[config.mk]
export PLATFORM = sky130hd
export DESIGN_NAME = sync_fifo_ctrl
export DESIGN_NICKNAME = d
export VERILOG_FILES = /design/src/rtl/sync_fifo_ctrl.sv
export SDC_FILE = /design/constraint.sdc
export NUM_CORES = 1
export LEC_CHECK = 0
export BUFFER_PORTS_ARGS = -buffer_cell sky130_fd_sc_hd__buf_2
export CAP_MARGIN = 20
export CORE_MARGIN = 8
export CORE_UTILIZATION = 30
export DETAILED_ROUTE_END_ITERATION = 12
export GPL_TIMING_DRIVEN = 1
export SLEW_MARGIN = 0
export SYNTH_ARGS = -nofsm -noshare
export SYNTH_HDL_FRONTEND = slang
export SYNTH_SLANG_ARGS = --single-unit
[constraint.sdc]
create_clock -name clock -period 4.95 [get_ports clock]
set_input_delay 0.2475 -clock clock [delete_from_list [all_inputs] [get_ports clock]]
set_output_delay 0.2475 -clock clock [all_outputs]
set_load 0.03 [all_outputs]
[src/rtl/sync_fifo_ctrl.sv]
// Single-clock circular-buffer FIFO with push/pop handshake, occupancy status,
// sticky error flags and a selectable standard or first-word-fall-through read port.
module sync_fifo_ctrl #(
    parameter int DATA_WIDTH         = 32,
    parameter int FIFO_DEPTH         = 8,
    parameter int ALMOST_FULL_LEVEL  = 6,
    parameter int ALMOST_EMPTY_LEVEL = 2,
    parameter bit FWFT               = 1'b0
) (
    input  logic                          clock,
    input  logic                          clear,
    input  logic                          enable,
    input  logic                          push,
    input  logic [DATA_WIDTH-1:0]         in_data,
    output logic                          push_ready,
    input  logic                          pop,
    output logic [DATA_WIDTH-1:0]         out_data,
    output logic                          out_valid,
    output logic                          full,
    output logic                          empty,
    output logic                          almost_full,
    output logic                          almost_empty,
    output logic [$clog2(FIFO_DEPTH):0]   data_count,
    output logic                          pushed_last,
    output logic                          popped_last,
    output logic                          overflow,
    output logic                          underflow
);

    localparam int ADDR_WIDTH  = $clog2(FIFO_DEPTH);
    localparam int COUNT_WIDTH = ADDR_WIDTH + 1;

    logic [DATA_WIDTH-1:0]  mem [FIFO_DEPTH];
    logic [ADDR_WIDTH-1:0]  wr_ptr;
    logic [ADDR_WIDTH-1:0]  rd_ptr;
    logic [COUNT_WIDTH-1:0] count;
    logic                   push_acc;
    logic                   pop_acc;

    // Status comes from the registered count only, so a push and a pop in the
    // same cycle are judged against the same pre-edge occupancy.
    assign full         = (count == COUNT_WIDTH'(FIFO_DEPTH));
    assign empty        = (count == '0);
    assign almost_full  = (count >= COUNT_WIDTH'(ALMOST_FULL_LEVEL));
    assign almost_empty = (count <= COUNT_WIDTH'(ALMOST_EMPTY_LEVEL));
    assign data_count   = count;

    assign push_ready = enable & ~full;
    assign push_acc   = push & push_ready;
    assign pop_acc    = enable & pop & ~empty;

    always_ff @(posedge clock) begin
        if (clear) begin
            wr_ptr      <= '0;
            rd_ptr      <= '0;
            count       <= '0;
            pushed_last <= 1'b0;
            popped_last <= 1'b0;
            overflow    <= 1'b0;
            underflow   <= 1'b0;
        end else begin
            if (push_acc) wr_ptr <= wr_ptr + ADDR_WIDTH'(1);
            if (pop_acc)  rd_ptr <= rd_ptr + ADDR_WIDTH'(1);

            case ({push_acc, pop_acc})
                2'b10:   count <= count + COUNT_WIDTH'(1);
                2'b01:   count <= count - COUNT_WIDTH'(1);
                default: count <= count;
            endcase

            pushed_last <= push_acc & ~pop_acc & (count == COUNT_WIDTH'(FIFO_DEPTH - 1));
            popped_last <= pop_acc & ~push_acc & (count == COUNT_WIDTH'(1));

            if (enable & push & full)  overflow  <= 1'b1;
            if (enable & pop  & empty) underflow <= 1'b1;
        end
    end

    // NOTE: the storage array is deliberately left out of the clear so it maps
    // onto plain RAM; the pointers and count alone define which words are live.
    always_ff @(posedge clock) begin
        if (push_acc & ~clear) mem[wr_ptr] <= in_data;
    end

    generate
        if (FWFT) begin : g_fwft
            assign out_data  = mem[rd_ptr];
            assign out_valid = ~empty;
        end else begin : g_std
            always_ff @(posedge clock) begin
                if (clear) begin
                    out_data  <= '0;
                    out_valid <= 1'b0;
                end else begin
                    out_valid <= pop_acc;
                    if (pop_acc) out_data <= mem[rd_ptr];
                end
            end
        end
    endgenerate

endmodule

# [After elaboration in Yosys (flattened, before gate mapping)]
# Memory sizes are Yosys's and may differ from the RTL's. A register that Yosys moved wholly into a read port is not among the register bits.
# Index checks and enable logic that the tools add are counted.
[totals] regBits=15 ram_bits=256 output_inout_bits=46 word_cells=42 mem_count=1
[memory_table] name="mem" depth=8 width=32 read_ports=1 rd_clocked_by_memory_dff=1 wr=1 line_no="33" rtl="logic [DATA_WIDTH-1:0] mem [FIFO_DEPTH];"
[op_classes] add_sub_neg=4 magnitude_cmp=2 n_eq_ne=5 mux=3 n_bitwise=17 n_reduce_logical=2
[ops] op="$and A1 B1 Y1" count=12
[ops] op="$pmux W4 S2" count=1
[ops] op="$add A3 B1 Y3 const B" count=2
[ops] op="$not A1 Y1" count=5
[ops] op="$add A4 B1 Y4 const B" count=1
[ops] op="$eq A4 B1 Y1 const B" count=1
[ops] op="$eq A4 B3 Y1 const B" count=1
[ops] op="$eq A4 B4 Y1 const B" count=1
[ops] op="$ge A4 B3 Y1 const B" count=1
[ops] op="$le A4 B2 Y1 const B" count=1
[ops] op="$logic_not A4 Y1" count=1
[ops] op="$sub A4 B1 Y4 const B" count=1
[ops] op="$eq A2 B1 Y1 const B" count=1
[ops] op="$eq A2 B2 Y1 const B" count=1
[ops] op="$mux W1" count=2
[ops] op="$reduce_bool A2 Y1" count=1

# [Depth between registers and ports, before layout]
# Gate-level depths: netlist of the first run.
[logic_depth] ltp_word=7 mapped_depth=11

# [Worst setup path before layout of the first run]
# OpenSTA, ideal clock, no wires.
[synth_path] path_type="register -> register" from="reg count[0], in the netlist data_count[0]" to="mem mem[0][0] (enable)" setup_ns=0.513 t_arrival_ns=4.624 required_ns=4.437 path_slack_ns=-0.187 path_stages_with_launch=6 n_path_buf=0 synth_period_minus_slack_ns=5.137 path_cell_list="dfxtp_1 > inv_1 > ha_1 > nand3b_1 > nand3_2 > nor4b_1"
[synth_via] elab_chain_cells=7
[synth_rtl] element="start: declaration" line_no="36" rtl="logic [COUNT_WIDTH-1:0] count;"
[synth_rtl] element="start signal: assignment" line_no="66" rtl="2'b10: count <= count + COUNT_WIDTH'(1);"
[synth_rtl] element="start signal: assignment" line_no="67" rtl="2'b01: count <= count - COUNT_WIDTH'(1);"
[synth_rtl] element="start signal: assignment" line_no="68" rtl="default: count <= count;"
[synth_rtl] element="$eq A4 B4 Y1" line_no="42" rtl="assign full = (count == COUNT_WIDTH'(FIFO_DEPTH));"
[synth_rtl] element="$not A1 Y1" line_no="48" rtl="assign push_ready = enable & ~full;"
[synth_rtl] element="$and A1 B1 Y1" line_no="48"
[synth_rtl] element="$and A1 B1 Y1" line_no="49" rtl="assign push_acc = push & push_ready;"
[synth_rtl] element="$and A1 B1 Y1" line_no="82" rtl="if (push_acc & ~clear) mem[wr_ptr] <= in_data;"
[synth_rtl] element="$mux W1" line_no="82"
[synth_rtl] element="$mux W1 (not written as such)" line_no="82"
[synth_rtl] element="end: declaration" line_no="33"
# Every way passes these cells.

# [Worst setup path after layout of the first run]
[layout_path] from="reg count[0], in the netlist data_count[0]" to="reg count[3], in the netlist data_count[3]"
[layout_via] elab_chain_cells=6
[layout_rtl] element="$eq A4 B4 Y1" line_no="42"
[layout_rtl] element="$not A1 Y1" line_no="48"
[layout_rtl] element="$and A1 B1 Y1" line_no="48"
[layout_rtl] element="$and A1 B1 Y1" line_no="49"
[layout_rtl] element="$eq A2 B1 Y1 or $eq A2 B2 Y1 (tied branches)" line_no="65" rtl="case ({push_acc, pop_acc})"
[layout_rtl] element="$pmux W4 S2 or $reduce_bool A2 Y1 (tied branches)"
# Several ways; a longest one is shown, not always the timed one.
# A chain may end at the register's enable or synchronous reset.

==> summary.txt, run 1 <==
Status: finished, final reports clean
Initial core utilization: 30.17%
Synth top area cells: edfxtp_1, dfxtp_1, mux4_2, mux2i_1, a211oi_1
Initial drt markers: 505
Min Tclk post-route: 2.953 ns
Synthesized area: 11580 µm²
Fin util: 36.43%
Dpl ws: 1.861 ns
FILL cells: 3621
Synth unique cells: 38
WHS: 0.01411 ns
Row cnt: 72
Commonest cells in the synthesized netlist: edfxtp_1, mux2i_1, nor2_1, dfxtp_1, o22ai_1
Chip Height: 212.5 µm
Worst path required time: 5.37 ns
Total number of vias: 5986
Crit start category: register
Power per standard cell area: 407.2 nW/µm²
CP Class: reg2reg
Post-synth EDFFs: 256
Number of global-route vias before repair: 6178
Syn. warnings: 0
Share of the synthesized area in the top cell type: 66.39%
Worst Path Max Fanout: 36
CTS Buf Count: 31
Asr flop ratio synth: 0%
Synth Flop Type: edfxtp_1
Final Skew: 0.01225 ns
CTS tree: built
GP Congestion: 0.7103
Worst Setup Slack, final: 1.997 ns
Area leader, netlist: edfxtp_1
Antenna-violating nets left: 0
Worst-margin pin slew: 0.9905 ns
Fin cells: 1312
Hold WC Path Type: in2reg
Number of synthesized register bits: 303
MaxCap Viol Count: 0
Achievable clock frequency: 0.3386 GHz
CTS root buffer: clkbuf_16
Sw Ratio: 22.35%
Post-synthesis cell count: 645
Comb pwr share: 8.1%
Syn avg cell area: 17.95 µm²
Relative slew slack: 33.97%
Crit path DAT: 3.37 ns
IO Pins: 83
Global route total overflow: 0
Nets: 815
VDD IR max: 262.9 µV
Leakage power: 4.548 nW
Multi-input logic area: 2690 µm²
RSZ-0062 raised after global routing: false
Overall Global Routing Usage: 10.95%
Drt wl/cell: 18.99 µm
1st-pass router iterations: 5
Ratio of cells with drive above 1 in the final layout: 25.85%
Hpwl dp: 14600 µm
Syn nets: 690
Final hold viol count: 0
Final Max Tran Viols: 0
Most frequent cell after synthesis: edfxtp_1
Register area: 8635 µm²
Clock buffer depth: 3
Register area share after synthesis: 74.51%
Area delta synth->final: 20.73%
Placed instance count: 1220
Sequential Power Share: 50.3%
Internal Dissipation: 4.421 mW
Sw Pwr: 1.273 mW
Critical Path Sink Type: register
CTS sink cnt: 303
First-pass GRT wire length: 38140 µm
Die width: 212.5 µm
Core Box Area: 38380 µm²
Drt via density: 4.563
Largest net degree at the start of global routing: 45
DRC errors left: 0
Post-Route WL: 24910 µm
H-tree depth: 1
Final setup TNS: 0 ns
Clk_lat worst skew: 0.55 ns
Die area: 45140 µm²
Period utilisation layout: 59.66%
Number of port buffers: 82
# setup viols final: 0
Clock network power share: 41.6%
CTS clk-pin slew, worst paths: 0.06 ns
Antenna violations before repair: 2
path summary, 6_finish.rpt:
path	start	end	cells after the start	slack (ns)
setup / recovery	data_count[0]$_SDFFE_PP0P_	data_count[3]$_SDFFE_PP0P_	10	2.00
hold / removal	in_data[1]	mem[4][1]$_DFFE_PP_	1	0.01
setup reg to reg	data_count[0]$_SDFFE_PP0P_	data_count[3]$_SDFFE_PP0P_	10	2.00
hold reg to reg	overflow$_SDFFE_PP0P_	overflow$_SDFFE_PP0P_	2	0.48
per-stage QoR:
| stage | area (µm²) | total power [mW] |
|---|---|---|
| floorplan | 11590 | 3.240 |
| global placement | 12530 | 3.364 |
| detailed placement | 12530 | 3.370 |
| CTS | 13900 | 5.759 |
| global route | 13980 | 5.880 |
| finish | 13980 | 5.693 |
registers in the layout, summed over array words and instances, names as in the netlist:
| name | cells |
|---|---|
| data_count | 4 |
| mem | 256 |
| out_data | 32 |
| out_valid | 1 |
| overflow | 1 |
| popped_last | 1 |
| pushed_last | 1 |
| rd_ptr | 3 |
| underflow | 1 |
| wr_ptr | 3 |
layout by cell type, fill, tap and decap left out, types with 2 or more instances in the layout:
cell           netlist  layout
clkinv_2             0       8
mux4_2              30      30
nand4b_1             2       2
mux2i_1             65      65
nand2_1              7       7
clkbuf_16            0      31
or3_1                2       2
nor2_4               0       3
nor3_1              30      27
buf_2               14      82
dfxtp_2              0       2
clkbuf_1            10       3
mux4_1               2       2
a211oi_1            29      29
clkbuf_8             0       5
dlygate4sd3_1        0      32
inv_1                6       6
a31oi_1              2       2
nor2_1              49      46
dfxtp_1             47      44
xor2_1               2       2
edfxtp_1           256     256
clkinv_1             0       2
xnor2_1              4       4
o22ai_1             32      32
nand2b_1             2       2
ha_1                 8       8
buf_4                0      13
buf_16               0       3
nor3_2               5       8
a211oi_2             5       5
nand3b_1             2       2
bufinv_16            0       4
o21ai_0              3       3
a21oi_1              5       5
area by class of cell:
class / instances / share of cell area, %
tap: 518 / 4.636
inverter: 7 / 0.1879
multi-input combinational: 296 / 19.24
antenna: 1 / 0.01790
sequential: 303 / 61.76
clock inverter: 17 / 1.378
timing repair buffer: 131 / 6.658
clock buffer: 39 / 6.121
what timing repair did:
item / CTS / global route
setup buffers: 0 / 0
gates resized for setup: 0 / 0
hold endpoints to repair: 244 / 0
hold buffers: 32 / 0
worst max-delay path, cell delays in order (launching register included):
cell	delay [ns]
dfxtp_1	0.49
inv_1	0.11
ha_1	0.25
or3b_4	0.26
nand3_4	0.43
inv_2	0.18
ha_1	0.27
or4b_1	0.46
a21oi_1	0.19
xnor2_1	0.13
nor2_1	0.05
kinds of logic (layout without fill, tap and decap cells):
group / after synthesis / count (layout) / synth area share [%]
DFF: 303 / 303 / 74.51
and+or+nand+nor: 109 / 109 / 4.819
muxes: 97 / 97 / 11.91
AOI/OAI and AO/OA: 76 / 76 / 4.603
buffers and inverters: 46 / 194 / 2.842
adders and majority gates: 8 / 8 / 0.8644
xor gates and xnor gates: 6 / 6 / 0.4538
other: 0 / 1 / 0
power groups by stage:
stage	combinational, mW	sequential, mW	clock [mW]
2_1_floorplan	0.283	2.96	0
3_3_place_gp	0.447	2.92	0
3_5_place_dp	0.450	2.92	0
4_1_cts	0.474	2.87	2.42
5_1_grt	0.506	2.87	2.50
6_report	0.463	2.86	2.37
routing by layer:
layer	GRT usage, %	vias to the layer above	share of wire [%]
met5	0	-	0.048
met4	2.499	2	1.7
met3	2.019	35	4.4
met2	17.96	120	48
met1	14.95	3019	46
li1	-	2810	-
No activity file was read; power rests on OpenSTA's default activity.
==> run 2, diff against run 1 <==
--- a/config.mk
+++ b/config.mk
@@ -5,6 +5,7 @@
 export SDC_FILE = /design/constraint.sdc
 export NUM_CORES = 1
 export LEC_CHECK = 0
+export ABC_AREA = 1
 export BUFFER_PORTS_ARGS = -buffer_cell sky130_fd_sc_hd__buf_2
 export CAP_MARGIN = 20
 export CORE_MARGIN = 8
==> constraint.sdc (replaced) <==
create_clock -name clock -period 2.7 [get_ports clock]
set_input_delay 0.135 -clock clock [delete_from_list [all_inputs] [get_ports clock]]
set_output_delay 0.135 -clock clock [all_outputs]
set_load 0.03 [all_outputs]
==> summary.txt, run 2 <==
Global route total overflow: 0
Hpwl dp: 17100 µm
GP Congestion: 0.7334
Die width: 222.4 µm
Share of the synthesized area in the top cell type: 60.18%
Hold Crit Depth: 4
Synthesized area: 12770 µm²
RR Endpoint: mem[2][7]$_DFFE_PP_
# setup viols final: 0
Relative slew slack: 47.08%
Ratio of cells with drive above 1 in the final layout: 12.35%
Placed instance count: 1849
Overall Global Routing Usage: 11.26%
Critical Path Sink Type: register
Syn. warnings: 0
Post-Route WL: 28360 µm
Min Tclk post-route: 2.114 ns
Largest net degree at the start of global routing: 70
Synth unique cells: 25
Crit path DAT: 2.36 ns
Chip Height: 222.4 µm
Register area share after synthesis: 67.54%
Initial drt markers: 433
Die area: 49440 µm²
Synth Flop Type: edfxtp_1
Fin cells: 1940
Initial core utilization: 30.45%
First-pass GRT wire length: 45290 µm
Power consumption: 10.32 mW
R2R cell count: 8
CTS tree: built
H-tree depth: 1
Hold path startpoint: enable
Syn avg cell area: 10.11 µm²
Commonest non-fill, non-tap cells in the layout: nand2_1, inv_1, edfxtp_1
Area delta synth->final: 19.62%
Worst path required time: 2.95 ns
Most frequent cell after synthesis: nand2_1
Worst Hold Path EP: underflow$_SDFFE_PP0P_
IO Pins: 83
Final Skew: 0.02017 ns
R2R setup slack: 0.59 ns
MaxCap Viol Count: 0
Antenna cells: 0
CTS clk-pin slew, worst paths: 0.06 ns
Register with the most flip-flops: mem
Beginning of the critical path: data_count[0]$_SDFFE_PP0P_
Post-synth EDFFs: 256
CTS Buf Count: 30
Period utilisation layout: 78.29%
Final Max Tran Viols: 0
Row cnt: 75
Number of synthesized register bits: 303
Number of port buffers: 82
Critical R2R Launch: data_count[0]$_SDFFE_PP0P_
Drt wl/cell: 14.62 µm
CTS sink cnt: 303
RSZ-0062 raised after global routing: false
Commonest non-fill, non-tap cell in the layout: nand2_1
Final hold viol count: 0
Syn nets: 1309
Commonest cells in the synthesized netlist: nand2_1, inv_1, edfxtp_1, nand3_1, dfxtp_1
Number of global-route vias before repair: 8325
Drt via density: 4.345
Worst-margin pin slew: 0.7938 ns
Leakage power: 6.655 nW
Antenna violations before repair: 1
Hold WC Path Type: in2reg
VDD IR max: 518.3 µV
Achievable clock frequency: 0.4731 GHz
Core Box Area: 41950 µm²
Antenna-violating nets left: 0
Crit start category: register
Clock buffer depth: 3
1st-pass router iterations: 5
CTS root buffer: clkbuf_16
CP Class: reg2reg
Clk_lat worst skew: 0.57 ns
Total number of vias: 8430
Nets: 1422
Dpl ws: 0.5868 ns
Area leader, netlist: edfxtp_1
DRC errors left: 0
Asr flop ratio synth: 0%
Post-synthesis cell count: 1264
Status: finished, final reports clean
Synth top area cells: edfxtp_1, nand2_1, inv_1, nand3_1, dfxtp_1
Power per standard cell area: 675.6 nW/µm²
Worst Setup Slack, final: 0.5863 ns
Max reg flops: 256
Worst Path Max Fanout: 32
run 2: cell count changes after synthesis, sizes merged, moves of 29 or more:
| cell | change |
|---|---|
| o21ai | +38 |
| nand3 | +196 |
| a211oi | -34 |
| mux4 | -32 |
| a21oi | +34 |
| inv | +267 |
| nor2 | -29 |
| nand2 | +297 |
| mux2i | -65 |
| o22ai | -31 |
run 2: per-layer routing:
metal / track usage (%) / vias up / part of all wire (%)
met5: 0 / - / 0.042
met4: 3.547 / 2 / 2.2
met3: 1.791 / 45 / 3.8
met2: 19.60 / 153 / 49
met1: 14.21 / 3943 / 45
li1: - / 4287 / -
run 2: layout make-up:
class	instances	area, µm²
clock buffer	46	870.8
clock inverter	10	122.6
fill	4011	26670
inverter	276	1039
multi-input combinational	625	2884
sequential	303	8637
tap	539	674.4
timing repair buffer	141	1054
run 2: cell families after synthesis:
logic type	Yosys count	share of synthesized area (%)
adder cells (fa/ha/maj)	8	0.7836
AND/OR/NAND/NOR	534	17.86
XOR/XNOR	1	0.06857
flip-flops	303	67.54
AO/OA/AOI/OAI	82	3.242
buffers and inverters	336	10.50
run 2: worst max-delay path, stage by stage, from the launching register on:
cell	delay (ns)
dfxtp_2	0.37
inv_1	0.11
ha_1	0.25
nand3_1	0.11
nand2_1	0.07
inv_1	0.17
nand2_1	0.22
nor3_4	0.25
buf_12	0.24
run 2: timing repair:
action	4_1_cts	5_1_grt
gates resized for setup	0	0
setup buffers	0	0
hold endpoints to repair	262	0
hold buffers	35	0
run 2: worst max path at each step:
stage | cells past startpoint | slack [ns] | endpoint
2_1_floorplan | 5 | -0.06 | mem[1][0]$_DFFE_PP_
3_3_place_gp | 8 | 0.67 | mem[2][12]$_DFFE_PP_
6_report | 8 | 0.59 | mem[2][7]$_DFFE_PP_
4_1_cts | 8 | 0.58 | mem[2][7]$_DFFE_PP_
3_5_place_dp | 8 | 0.59 | mem[2][1]$_DFFE_PP_
5_1_grt | 8 | 0.42 | mem[2][7]$_DFFE_PP_
run 2: through the flow:
step / hold slack (ns) / util, % / setup TNS [ns] / area [µm²]
3_3_place_gp: 0.4120 / 33.23 / 0 / 13940
4_1_cts: 0.002187 / 36.43 / 0 / 15280
3_5_place_dp: 0.4163 / 33.23 / 0 / 13940
5_1_grt: 0.06385 / 36.43 / 0 / 15280
6_report: 0.03644 / 36.43 / 0 / 15280
2_1_floorplan: 0.2074 / - / -3.836 / 12830
run 2: power breakdown:
group | internal, mW | leakage (nW) | switching [mW] | total, mW
combinational | 0.301 | 3.48 | 0.674 | 0.974
sequential | 5.15 | 2.69 | 0.0426 | 5.19
clock | 2.42 | 0.479 | 1.73 | 4.15
==> run 3, diff against run 2 <==
==> constraint.sdc (replaced) <==
create_clock -name clock -period 2.1 [get_ports clock]
set_input_delay 0.105 -clock clock [delete_from_list [all_inputs] [get_ports clock]]
set_output_delay 0.105 -clock clock [all_outputs]
set_load 0.03 [all_outputs]
==> summary.txt, run 3 (synthesis results as in run 2) <==
Status: finished, final reports clean
Die area: 49440 µm²
VDD IR max: 608.2 µV
CTS root buffer: clkbuf_16
Overall Global Routing Usage: 11.58%
Power consumption: 13.75 mW
DRC errors left: 0
Period utilisation layout: 86.96%
Drt via density: 4.371
Critical Path Sink Type: register
Fin util: 36.81%
WHS: 0.03940 ns
CTS clk-pin slew, worst paths: 0.06 ns
Placed instance count: 1849
# setup viols final: 0
Antenna cells: 0
Final setup TNS: 0 ns
Final hold viol count: 0
1st-pass router iterations: 5
Chip Height: 222.4 µm
Crit start category: register
Area delta synth->final: 20.85%
CTS Buf Count: 31
Worst path required time: 2.37 ns
Die width: 222.4 µm
Nets: 1423
Initial drt markers: 476
Leakage power: 6.728 nW
Worst-margin pin slew: 0.7593 ns
CP Class: reg2reg
Hpwl dp: 17780 µm
Core Box Area: 41950 µm²
Clock buffer depth: 3
First-pass GRT wire length: 46660 µm
Power per standard cell area: 890.8 nW/µm²
Number of port buffers: 82
Initial core utilization: 30.45%
CP delay by family, top: simple AND/OR/NAND/NOR gates
Largest net degree at the start of global routing: 86
Critical-path top delay cell: dfxtp_4
Final Skew: 0.02626 ns
Cell area after layout: 15440 µm²
Achievable clock frequency: 0.5476 GHz
Antenna violations before repair: 0
Final Max Tran Viols: 0
Row cnt: 75
Post-Route WL: 29160 µm
Worst Path Max Fanout: 32
Drt wl/cell: 15.02 µm
Antenna-violating nets left: 0
Commonest non-fill, non-tap cell in the layout: nand2_1
CTS tree: built
Ratio of cells with drive above 1 in the final layout: 13.33%
Register with the most flip-flops: mem
PostCTS Resize Cnt: 0
Commonest non-fill, non-tap cells in the layout: nand2_1, inv_1, edfxtp_1
Relative slew slack: 49.31%
Min Tclk post-route: 1.826 ns
Clk_lat worst skew: 0.59 ns
Crit path DAT: 2.09 ns
Postcts setup bufs: 0
Hold WC Path Type: in2reg
RSZ-0062 raised after global routing: false
CP dominant cell by count: inv_4
Placed cell area: 14000 µm²
Number of global-route vias before repair: 8599
Cell Chain, Critical Path: inv_4 > ha_4 > nand3_2 > nand2_4 > inv_4 > nand3_1 > nor2_4 > buf_12
H-tree depth: 1
Worst Setup Slack, final: 0.2738 ns
MaxCap Viol Count: 0
Worst path bufs/invs: 3
GP Congestion: 0.7358
Fin cells: 1942
Global route total overflow: 0
CTS sink cnt: 303
IO Pins: 83
Total number of vias: 8488
Max reg flops: 256
Dpl ws: 0.2845 ns
CP max stage delay: 0.38 ns
[run 3: final timing paths]
path / slack [ns] / end / startpoint / depth (start not counted)
setup / recovery: 0.27 / mem[3][19]$_DFFE_PP_ / data_count[1]$_SDFFE_PP0P_ / 8
hold / removal: 0.04 / out_valid$_SDFF_PP0_ / enable / 3
setup reg to reg: 0.27 / mem[3][19]$_DFFE_PP_ / data_count[1]$_SDFFE_PP0P_ / 8
hold reg to reg: 0.52 / out_data[25]$_SDFFE_PP0P_ / out_data[25]$_SDFFE_PP0P_ / 2
[run 3: area by class of cell]
type,count,area [µm²]
Clock buffer,43,890.9
Inverter,276,1046
Tap cell,539,674.4
Multi-Input combinational cell,625,2917
Sequential cell,303,8643
Clock inverter,15,201.4
Fill cell,4100,26510
Timing Repair Buffer,141,1066
[run 3: tightest hold or removal path: cells and delay by family]
family,cells,cell delay (ns)
simple gates,2,0.33
buf+inv,1,0.12
[run 3: timing repair]
| item | in CTS | in global routing |
|---|---|---|
| hold endpoints to repair | 261 | 0 |
| hold buffers | 35 | 0 |
| endpoints found under the setup margin | 0 | 0 |
[run 3: layer usage]
layer | up-vias | wire length (µm) | global-route usage [%]
met5 | - | 0 | 0
met4 | 0 | 699 | 3.866
met3 | 48 | 1151 | 1.726
met2 | 181 | 14570 | 20.67
met1 | 3975 | 12740 | 14.16
li1 | 4284 | - | -
[run 3: power breakdown]
part	switching, mW	internal, mW	total, mW
Combinational	0.875	0.402	1.28
Sequential	0.0652	6.63	6.69
Clock	2.32	3.47	5.78
